--- config.mk ---
export PLATFORM = sky130hd
export DESIGN_NAME = auth_pin_blk
export DESIGN_NICKNAME = d
export VERILOG_FILES = /design/src/rtl/auth_pin_blk.sv
export SDC_FILE = /design/constraint.sdc
export NUM_CORES = 1
export LEC_CHECK = 0
export CAP_MARGIN = 30
export CORE_MARGIN = 1.5
export CORE_UTILIZATION = 40
export DETAILED_ROUTE_END_ITERATION = 10
export PLACE_DENSITY = 0.55
export RECOVER_POWER = 100
export SYNTH_ARGS = -nofsm -noshare
export SYNTH_HDL_FRONTEND = slang
export SYNTH_SLANG_ARGS = --single-unit
--- constraint.sdc ---
create_clock -name clk -period 2.6 [get_ports clk]
set_input_delay 0.52 -clock clk [delete_from_list [all_inputs] [get_ports clk]]
set_output_delay 0.52 -clock clk [all_outputs]
set_load 0.1 [all_outputs]
--- src/rtl/auth_pin_blk.sv ---
// auth_pin_blk: 8N1 UART receiver feeding a rider-power authorization FSM.
// A go code followed by a multi-byte PIN powers the platform. Wrong PINs and
// PIN timeouts count as failures, and repeated failures lock the block out
// for a fixed time.
module auth_pin_blk #(
  parameter int          BAUD_DIV    = 2604,
  parameter logic [7:0]  GO_CODE     = 8'h67,
  parameter logic [7:0]  STOP_CODE   = 8'h73,
  parameter int          PIN_LEN     = 2,
  parameter logic [31:0] PIN         = 32'h0000_3132,
  parameter int          PIN_TIMEOUT = 5_000_000,
  parameter int          MAX_FAIL    = 3,
  parameter int          LOCK_CYCLES = 50_000_000
) (
  input  logic clk,
  input  logic rst,
  input  logic RX,
  input  logic rider_off,
  output logic pwr_up,
  output logic locked,
  output logic auth_fail
);

  localparam int BW = $clog2(BAUD_DIV) + 1;
  localparam int TW = $clog2(PIN_TIMEOUT) + 1;
  localparam int LW = $clog2(LOCK_CYCLES) + 1;
  localparam int IW = $clog2(PIN_LEN) + 1;

  localparam logic [BW-1:0] HALF_BIT   = BW'(BAUD_DIV / 2 - 1);
  localparam logic [BW-1:0] FULL_BIT   = BW'(BAUD_DIV - 1);
  localparam logic [TW-1:0] TMO_END    = TW'(PIN_TIMEOUT);
  localparam logic [LW-1:0] LOCK_END   = LW'(LOCK_CYCLES - 1);
  localparam logic [IW-1:0] LAST_IDX   = IW'((PIN_LEN > 0) ? PIN_LEN - 1 : 0);
  localparam logic [2:0]    FAIL_LIMIT = 3'(MAX_FAIL);

  typedef enum logic [1:0] {
    U_IDLE  = 2'd0,
    U_START = 2'd1,
    U_DATA  = 2'd2,
    U_STOP  = 2'd3
  } uart_state_t;

  typedef enum logic [2:0] {
    S_IDLE = 3'd0,
    S_PIN  = 3'd1,
    S_PWR1 = 3'd2,
    S_PWR2 = 3'd3,
    S_LOCK = 3'd4
  } auth_state_t;

  // Expected PIN byte for a given receive index; the most significant used
  // byte of PIN is the one received first.
  function automatic logic [7:0] pin_byte(input logic [IW-1:0] idx);
    int          shift_amt;
    logic [31:0] word;
    shift_amt = (PIN_LEN - 1 - int'(idx)) * 8;
    if (shift_amt < 0) begin
      shift_amt = 0;
    end else begin
      shift_amt = shift_amt;
    end
    word = PIN >> shift_amt;
    return word[7:0];
  endfunction

  // ---------------- UART receiver ----------------
  logic              rx_meta_r, rx_sync_r, rx_prev_r;
  uart_state_t       u_state_r, u_state_nxt_s;
  logic [BW-1:0]     baud_cnt_r, baud_cnt_nxt_s;
  logic [3:0]        bit_cnt_r, bit_cnt_nxt_s;
  logic [7:0]        shift_r, shift_nxt_s;
  logic              rx_rdy_r, rx_rdy_nxt_s;
  logic [7:0]        rx_data_r, rx_data_nxt_s;

  // Two-flop synchroniser plus one delayed copy for start-edge detection.
  always_ff @(posedge clk) begin
    if (rst) begin
      rx_meta_r <= 1'b1;
      rx_sync_r <= 1'b1;
      rx_prev_r <= 1'b1;
    end else begin
      rx_meta_r <= RX;
      rx_sync_r <= rx_meta_r;
      rx_prev_r <= rx_sync_r;
    end
  end

  // Receiver sequencing: mid-bit sampling, false-start and framing rejection.
  always_comb begin
    u_state_nxt_s  = u_state_r;
    baud_cnt_nxt_s = baud_cnt_r + 1'b1;
    bit_cnt_nxt_s  = bit_cnt_r;
    shift_nxt_s    = shift_r;
    rx_rdy_nxt_s   = 1'b0;
    rx_data_nxt_s  = rx_data_r;
    case (u_state_r)
      U_IDLE: begin
        baud_cnt_nxt_s = '0;
        bit_cnt_nxt_s  = 4'd0;
        if (!rx_sync_r && rx_prev_r) begin
          u_state_nxt_s = U_START;
        end else begin
          u_state_nxt_s = U_IDLE;
        end
      end
      U_START: begin
        if (baud_cnt_r == HALF_BIT) begin
          baud_cnt_nxt_s = '0;
          u_state_nxt_s  = rx_sync_r ? U_IDLE : U_DATA;
        end else begin
          u_state_nxt_s = U_START;
        end
      end
      U_DATA: begin
        if (baud_cnt_r == FULL_BIT) begin
          baud_cnt_nxt_s = '0;
          shift_nxt_s    = {rx_sync_r, shift_r[7:1]};
          if (bit_cnt_r == 4'd7) begin
            bit_cnt_nxt_s = 4'd0;
            u_state_nxt_s = U_STOP;
          end else begin
            bit_cnt_nxt_s = bit_cnt_r + 4'd1;
          end
        end else begin
          u_state_nxt_s = U_DATA;
        end
      end
      U_STOP: begin
        if (baud_cnt_r == FULL_BIT) begin
          baud_cnt_nxt_s = '0;
          u_state_nxt_s  = U_IDLE;
          if (rx_sync_r) begin
            rx_rdy_nxt_s  = 1'b1;
            rx_data_nxt_s = shift_r;
          end else begin
            rx_rdy_nxt_s  = 1'b0;
          end
        end else begin
          u_state_nxt_s = U_STOP;
        end
      end
      default: begin
        u_state_nxt_s  = U_IDLE;
        baud_cnt_nxt_s = '0;
      end
    endcase
  end

  // Receiver state and datapath registers.
  always_ff @(posedge clk) begin
    if (rst) begin
      u_state_r  <= U_IDLE;
      baud_cnt_r <= '0;
      bit_cnt_r  <= 4'd0;
      shift_r    <= 8'h00;
      rx_rdy_r   <= 1'b0;
      rx_data_r  <= 8'h00;
    end else begin
      u_state_r  <= u_state_nxt_s;
      baud_cnt_r <= baud_cnt_nxt_s;
      bit_cnt_r  <= bit_cnt_nxt_s;
      shift_r    <= shift_nxt_s;
      rx_rdy_r   <= rx_rdy_nxt_s;
      rx_data_r  <= rx_data_nxt_s;
    end
  end

  // ---------------- Authorization FSM ----------------
  auth_state_t   state_r, state_nxt_s;
  logic [IW-1:0] idx_r, idx_nxt_s;
  logic          match_r, match_nxt_s, match_byte_s;
  logic [TW-1:0] tmo_cnt_r, tmo_nxt_s;
  logic [LW-1:0] lock_cnt_r, lock_nxt_s;
  logic [2:0]    fail_cnt_r, fail_cnt_nxt_s, fail_inc_s;
  logic          fail_s, attempt_done_s, attempt_ok_s;
  logic          pwr_up_r, locked_r, auth_fail_r;

  // Next-state logic: PIN collection, power states, failure counting, lockout.
  always_comb begin
    state_nxt_s    = state_r;
    idx_nxt_s      = idx_r;
    match_nxt_s    = match_r;
    match_byte_s   = 1'b0;
    tmo_nxt_s      = tmo_cnt_r;
    lock_nxt_s     = '0;
    fail_cnt_nxt_s = fail_cnt_r;
    fail_inc_s     = fail_cnt_r + 3'd1;
    fail_s         = 1'b0;
    attempt_done_s = 1'b0;
    attempt_ok_s   = 1'b0;
    case (state_r)
      S_IDLE: begin
        if (rx_rdy_r && (rx_data_r == GO_CODE)) begin
          idx_nxt_s   = '0;
          match_nxt_s = 1'b1;
          tmo_nxt_s   = '0;
          state_nxt_s = (PIN_LEN == 0) ? S_PWR1 : S_PIN;
        end else begin
          state_nxt_s = S_IDLE;
        end
      end
      S_PIN: begin
        // A byte arriving in the expiry cycle takes priority over the timeout.
        if (rx_rdy_r) begin
          tmo_nxt_s    = '0;
          match_byte_s = match_r & (rx_data_r == pin_byte(idx_r));
          match_nxt_s  = match_byte_s;
          if (idx_r == LAST_IDX) begin
            attempt_done_s = 1'b1;
            attempt_ok_s   = match_byte_s;
          end else begin
            idx_nxt_s = idx_r + 1'b1;
          end
        end else if (tmo_cnt_r == TMO_END) begin
          attempt_done_s = 1'b1;
          attempt_ok_s   = 1'b0;
        end else begin
          tmo_nxt_s = tmo_cnt_r + 1'b1;
        end
        if (attempt_done_s && attempt_ok_s) begin
          state_nxt_s    = S_PWR1;
          fail_cnt_nxt_s = 3'd0;
        end else if (attempt_done_s) begin
          fail_s         = 1'b1;
          fail_cnt_nxt_s = fail_inc_s;
          state_nxt_s    = (fail_inc_s == FAIL_LIMIT) ? S_LOCK : S_IDLE;
        end else begin
          state_nxt_s = S_PIN;
        end
      end
      S_PWR1: begin
        if (rx_rdy_r && (rx_data_r == STOP_CODE)) begin
          state_nxt_s = rider_off ? S_IDLE : S_PWR2;
        end else begin
          state_nxt_s = S_PWR1;
        end
      end
      S_PWR2: begin
        // Rider leaving outranks a simultaneous go code.
        if (rider_off) begin
          state_nxt_s = S_IDLE;
        end else if (rx_rdy_r && (rx_data_r == GO_CODE)) begin
          state_nxt_s = S_PWR1;
        end else begin
          state_nxt_s = S_PWR2;
        end
      end
      S_LOCK: begin
        if (lock_cnt_r == LOCK_END) begin
          state_nxt_s    = S_IDLE;
          fail_cnt_nxt_s = 3'd0;
        end else begin
          lock_nxt_s = lock_cnt_r + 1'b1;
        end
      end
      default: begin
        state_nxt_s = S_IDLE;
      end
    endcase
  end

  // FSM registers; outputs are registered from the next state.
  always_ff @(posedge clk) begin
    if (rst) begin
      state_r     <= S_IDLE;
      idx_r       <= '0;
      match_r     <= 1'b0;
      tmo_cnt_r   <= '0;
      lock_cnt_r  <= '0;
      fail_cnt_r  <= 3'd0;
      pwr_up_r    <= 1'b0;
      locked_r    <= 1'b0;
      auth_fail_r <= 1'b0;
    end else begin
      state_r     <= state_nxt_s;
      idx_r       <= idx_nxt_s;
      match_r     <= match_nxt_s;
      tmo_cnt_r   <= tmo_nxt_s;
      lock_cnt_r  <= lock_nxt_s;
      fail_cnt_r  <= fail_cnt_nxt_s;
      pwr_up_r    <= (state_nxt_s == S_PWR1) || (state_nxt_s == S_PWR2);
      locked_r    <= (state_nxt_s == S_LOCK);
      auth_fail_r <= fail_s;
    end
  end

  assign pwr_up    = pwr_up_r;
  assign locked    = locked_r;
  assign auth_fail = auth_fail_r;

endmodule

==> results.cfg, run 1 <==
[status]
status = finished clean

[clock_tree]
post-cts-setup-buffer-count = 0
htree_levels = 3
cts_root_buf = clkbuf_16
cts_tree = built
numCtsBuffers = 9
cts_resized = 0
clock-sinks = 102
clk_latency_ns = 0.35
holdBufCountCts = 0
clk_path_buf_depth = 2
clk_pin_slew_ns = 0.07

[critical_path]
critPathMaxFanout = 43
end_kind = flop
path_class = in2reg
cp-start-kind = primary input
cp_data_arrival_time_ns = 2.65
worstPathCellList = dlygate4sd3_1 -> clkbuf_2 -> or4b_1 -> nor4_1 -> a211oi_1 -> o21ai_0
worst_ep_required_time_ns = 2.88
max_stage_delay_ns = 0.68
slowest_stage = or4b_1
r2r_slack_ns = 0.30

[drt]
wl_per_cell_um = 13.8
routed_wl_um = 10000
antenna_left = 0
via_count = 3951
drtPass1Iterations = 4
drcViolationCount = 0
viasPerCell = 5.43
drt-initial-drc-count = 195

[timing]
max_freq_ghz = 0.423
tns_ns = 0
timing.hold.ws_ns = 0.410
rsz0062_at_grt = no
timing.final.crit_share_pct = 91.0
tightest_slew_ns = 1.17
slew_viol_final = 0
setup_viol = 0
period_needed_ns = 2.37
relSlewSlack_pct = 22.4
finalClockSkew_ns = 0.00947
hold_violations = 0

[final_layout]
area_growth_pct = 10.8
stdcell_count = 727
fill_cells = 1202
diodes = 0
fin_area_um2 = 5420
seqCellArea_um2 = 2040
layout-drive-gt1-share_pct = 6.90
multi_input_area_um2 = 2680
num-nets-final = 589
fin_util_pct = 45.3

[floorplan]
die_w_um = 114
die_y_um = 114
die-area_um2 = 12900
io_pins = 7
rows = 40
core_um2 = 12000
start_util_pct = 40.9

[grt]
grt_usage_pct = 16.7
grt.overflow.total = 0
antenna_found_initial = 0
grt_pass1_wl_um = 17300
grt_pass1_vias = 3741
grt_max_degree = 44

[synth]
synthTopCellsByArea = dfxtp_1 42%, nor2_1 6.2%, xor2_1 4.7%
synth_most_common_cell = dfxtp_1
synthArstFlopShare_pct = 0
synth-edff-count = 0
syn_inst = 567
ys_types = 59
synthesis.area_um2 = 4890
syn_area_per_cell_um2 = 8.63
yosysTopAreaCellShare_pct = 41.7
ys_seq_elements = 102
synthTopCellsByCount = 102 x dfxtp_1, 81 x nor2_1, 46 x nand2_1
yosysTopAreaCell = dfxtp_1
synth-main-ff-cell = dfxtp_1
syn_nets = 581
yosys_warnings = 0
ys_seq_area_share_pct = 41.7

[place]
gp_congestion = 0.793
post-dp-hpwl_um = 6950
port_buffers = 6
place_area_um2 = 5160
dpl.cell_count = 711

[pwr]
vdd_drop_max_mv = 0.513
powerDensity_nw_per_um2 = 550
power.leakage_nw = 1.85

[worst_hold_path]
hold_class = reg2reg

[run]
cap_violations = 0
[metal layers]
layer / vias up / global-route usage (%) / share of wire, % / wire length (um)
met3: 4 / 4.99 / 2.3 / 232
li1: 2048 / - / - / -
met2: 27 / 27.1 / 47 / 4760
met1: 1872 / 21.3 / 50 / 4970
met4: 0 / 5.33 / 0.63 / 63
met5: - / 0 / 0 / 0
[power breakdown]
group          switching [mW]  internal [mW]  leakage, nW
clock network           0.581          0.795        0.152
logic                  0.0250         0.0113        0.872
registers             0.00334           1.56        0.822
total                   0.609           2.37         1.85
[cells in the final DEF (no fill, tap or decap), drive strengths merged, types with 4 or more instances in the layout]
cell    count
xnor2      12
nand2      46
and2        5
nor3b       6
dfxtp     102
nor2b       4
nor4       13
nand3b      6
nand2b      6
o211ai      4
and4        7
nor2       81
xor2       26
inv        16
clkbuf     19
o31ai      10
nor3       12
a211oi      5
buf         9
and3       10
or3         8
nand3      29
or2         5
mux2i      19
a21oi      22
ha         10
a31oi       5
or4         9
o21ai      12
nand4      23
[flip-flops by register name (all words and copies together) (netlist names), 2 cells and up]
signal	cells
baud_cnt_r	13
bit_cnt_r	4
fail_cnt_r	3
idx_r	2
lock_cnt_r	27
rx_data_r	8
shift_r	8
state_r	3
tmo_cnt_r	24
u_state_r	2
[path summary, 6_finish.rpt]
kind	startpoint	endpoint	depth (start not counted)
max reg2reg	tmo_cnt_r[0]$_SDFFE_PP0P_	tmo_cnt_r[12]$_SDFFE_PP0P_	8
min	rx_meta_r$_SDFF_PP1_	rx_sync_r$_SDFF_PP1_	1
min reg2reg	rx_meta_r$_SDFF_PP1_	rx_sync_r$_SDFF_PP1_	1
max	rst	fail_cnt_r[2]$_SDFFE_PP0P_	6
[worst max-delay path, delay by kind of cell]
family,cells,cell delay (ns)
AOI/OAI and AO/OA,2,0.15
buffers and inverters,2,1.11
and+or+nand+nor,2,0.86
[metrics by stage]
stage / power, mW / setup WS [ns]
final: 2.98 / 0.234
after global routing: 3.09 / 0.106
after global placement: 1.64 / 0.302
after floorplan: 1.63 / 0.574
after detailed placement: 1.65 / 0.276
after CTS: 3.03 / 0.354
[kinds of logic after synthesis]
group                    count (synthesis)  share of synthesized area, %
AO/OA/AOI/OAI                           72                          9.64
XOR/XNOR                                38                          6.80
adder cells (fa/ha/maj)                 10                          2.56
buffers and inverters                   38                          3.33
flip-flops                             102                          41.7
multiplexers                            19                          3.89
AND/OR/NAND/NOR                        288                          32.0
[area by class of cell]
class | instances | area share, %
Multi-Input combinational cell | 427 | 49.5
Sequential cell | 102 | 37.7
Clock buffer | 12 | 4.73
Tap cell | 147 | 3.39
Timing Repair Buffer | 19 | 2.77
Inverter | 16 | 1.11
Clock inverter | 4 | 0.831
No activity file was read; power rests on OpenSTA's default activity.
==> run 2: changes to the inputs <==
--- a/config.mk
+++ b/config.mk
@@ -11,6 +11,7 @@
 export DETAILED_ROUTE_END_ITERATION = 10
 export PLACE_DENSITY = 0.55
 export RECOVER_POWER = 100
+export SKIP_CTS_REPAIR_TIMING = 1
 export SYNTH_ARGS = -nofsm -noshare
 export SYNTH_HDL_FRONTEND = slang
 export SYNTH_SLANG_ARGS = --single-unit
==> results of run 2 <==
Final layout, timing and power as in run 1 (identical DEF).
==> run 3: changes to the inputs <==
--- a/config.mk
+++ b/config.mk
@@ -12,6 +12,7 @@
 export PLACE_DENSITY = 0.55
 export RECOVER_POWER = 100
 export SKIP_CTS_REPAIR_TIMING = 1
+export SKIP_LAST_GASP = 1
 export SYNTH_ARGS = -nofsm -noshare
 export SYNTH_HDL_FRONTEND = slang
 export SYNTH_SLANG_ARGS = --single-unit
==> results of run 3 <==
Final layout, timing and power as in run 1 (identical DEF).
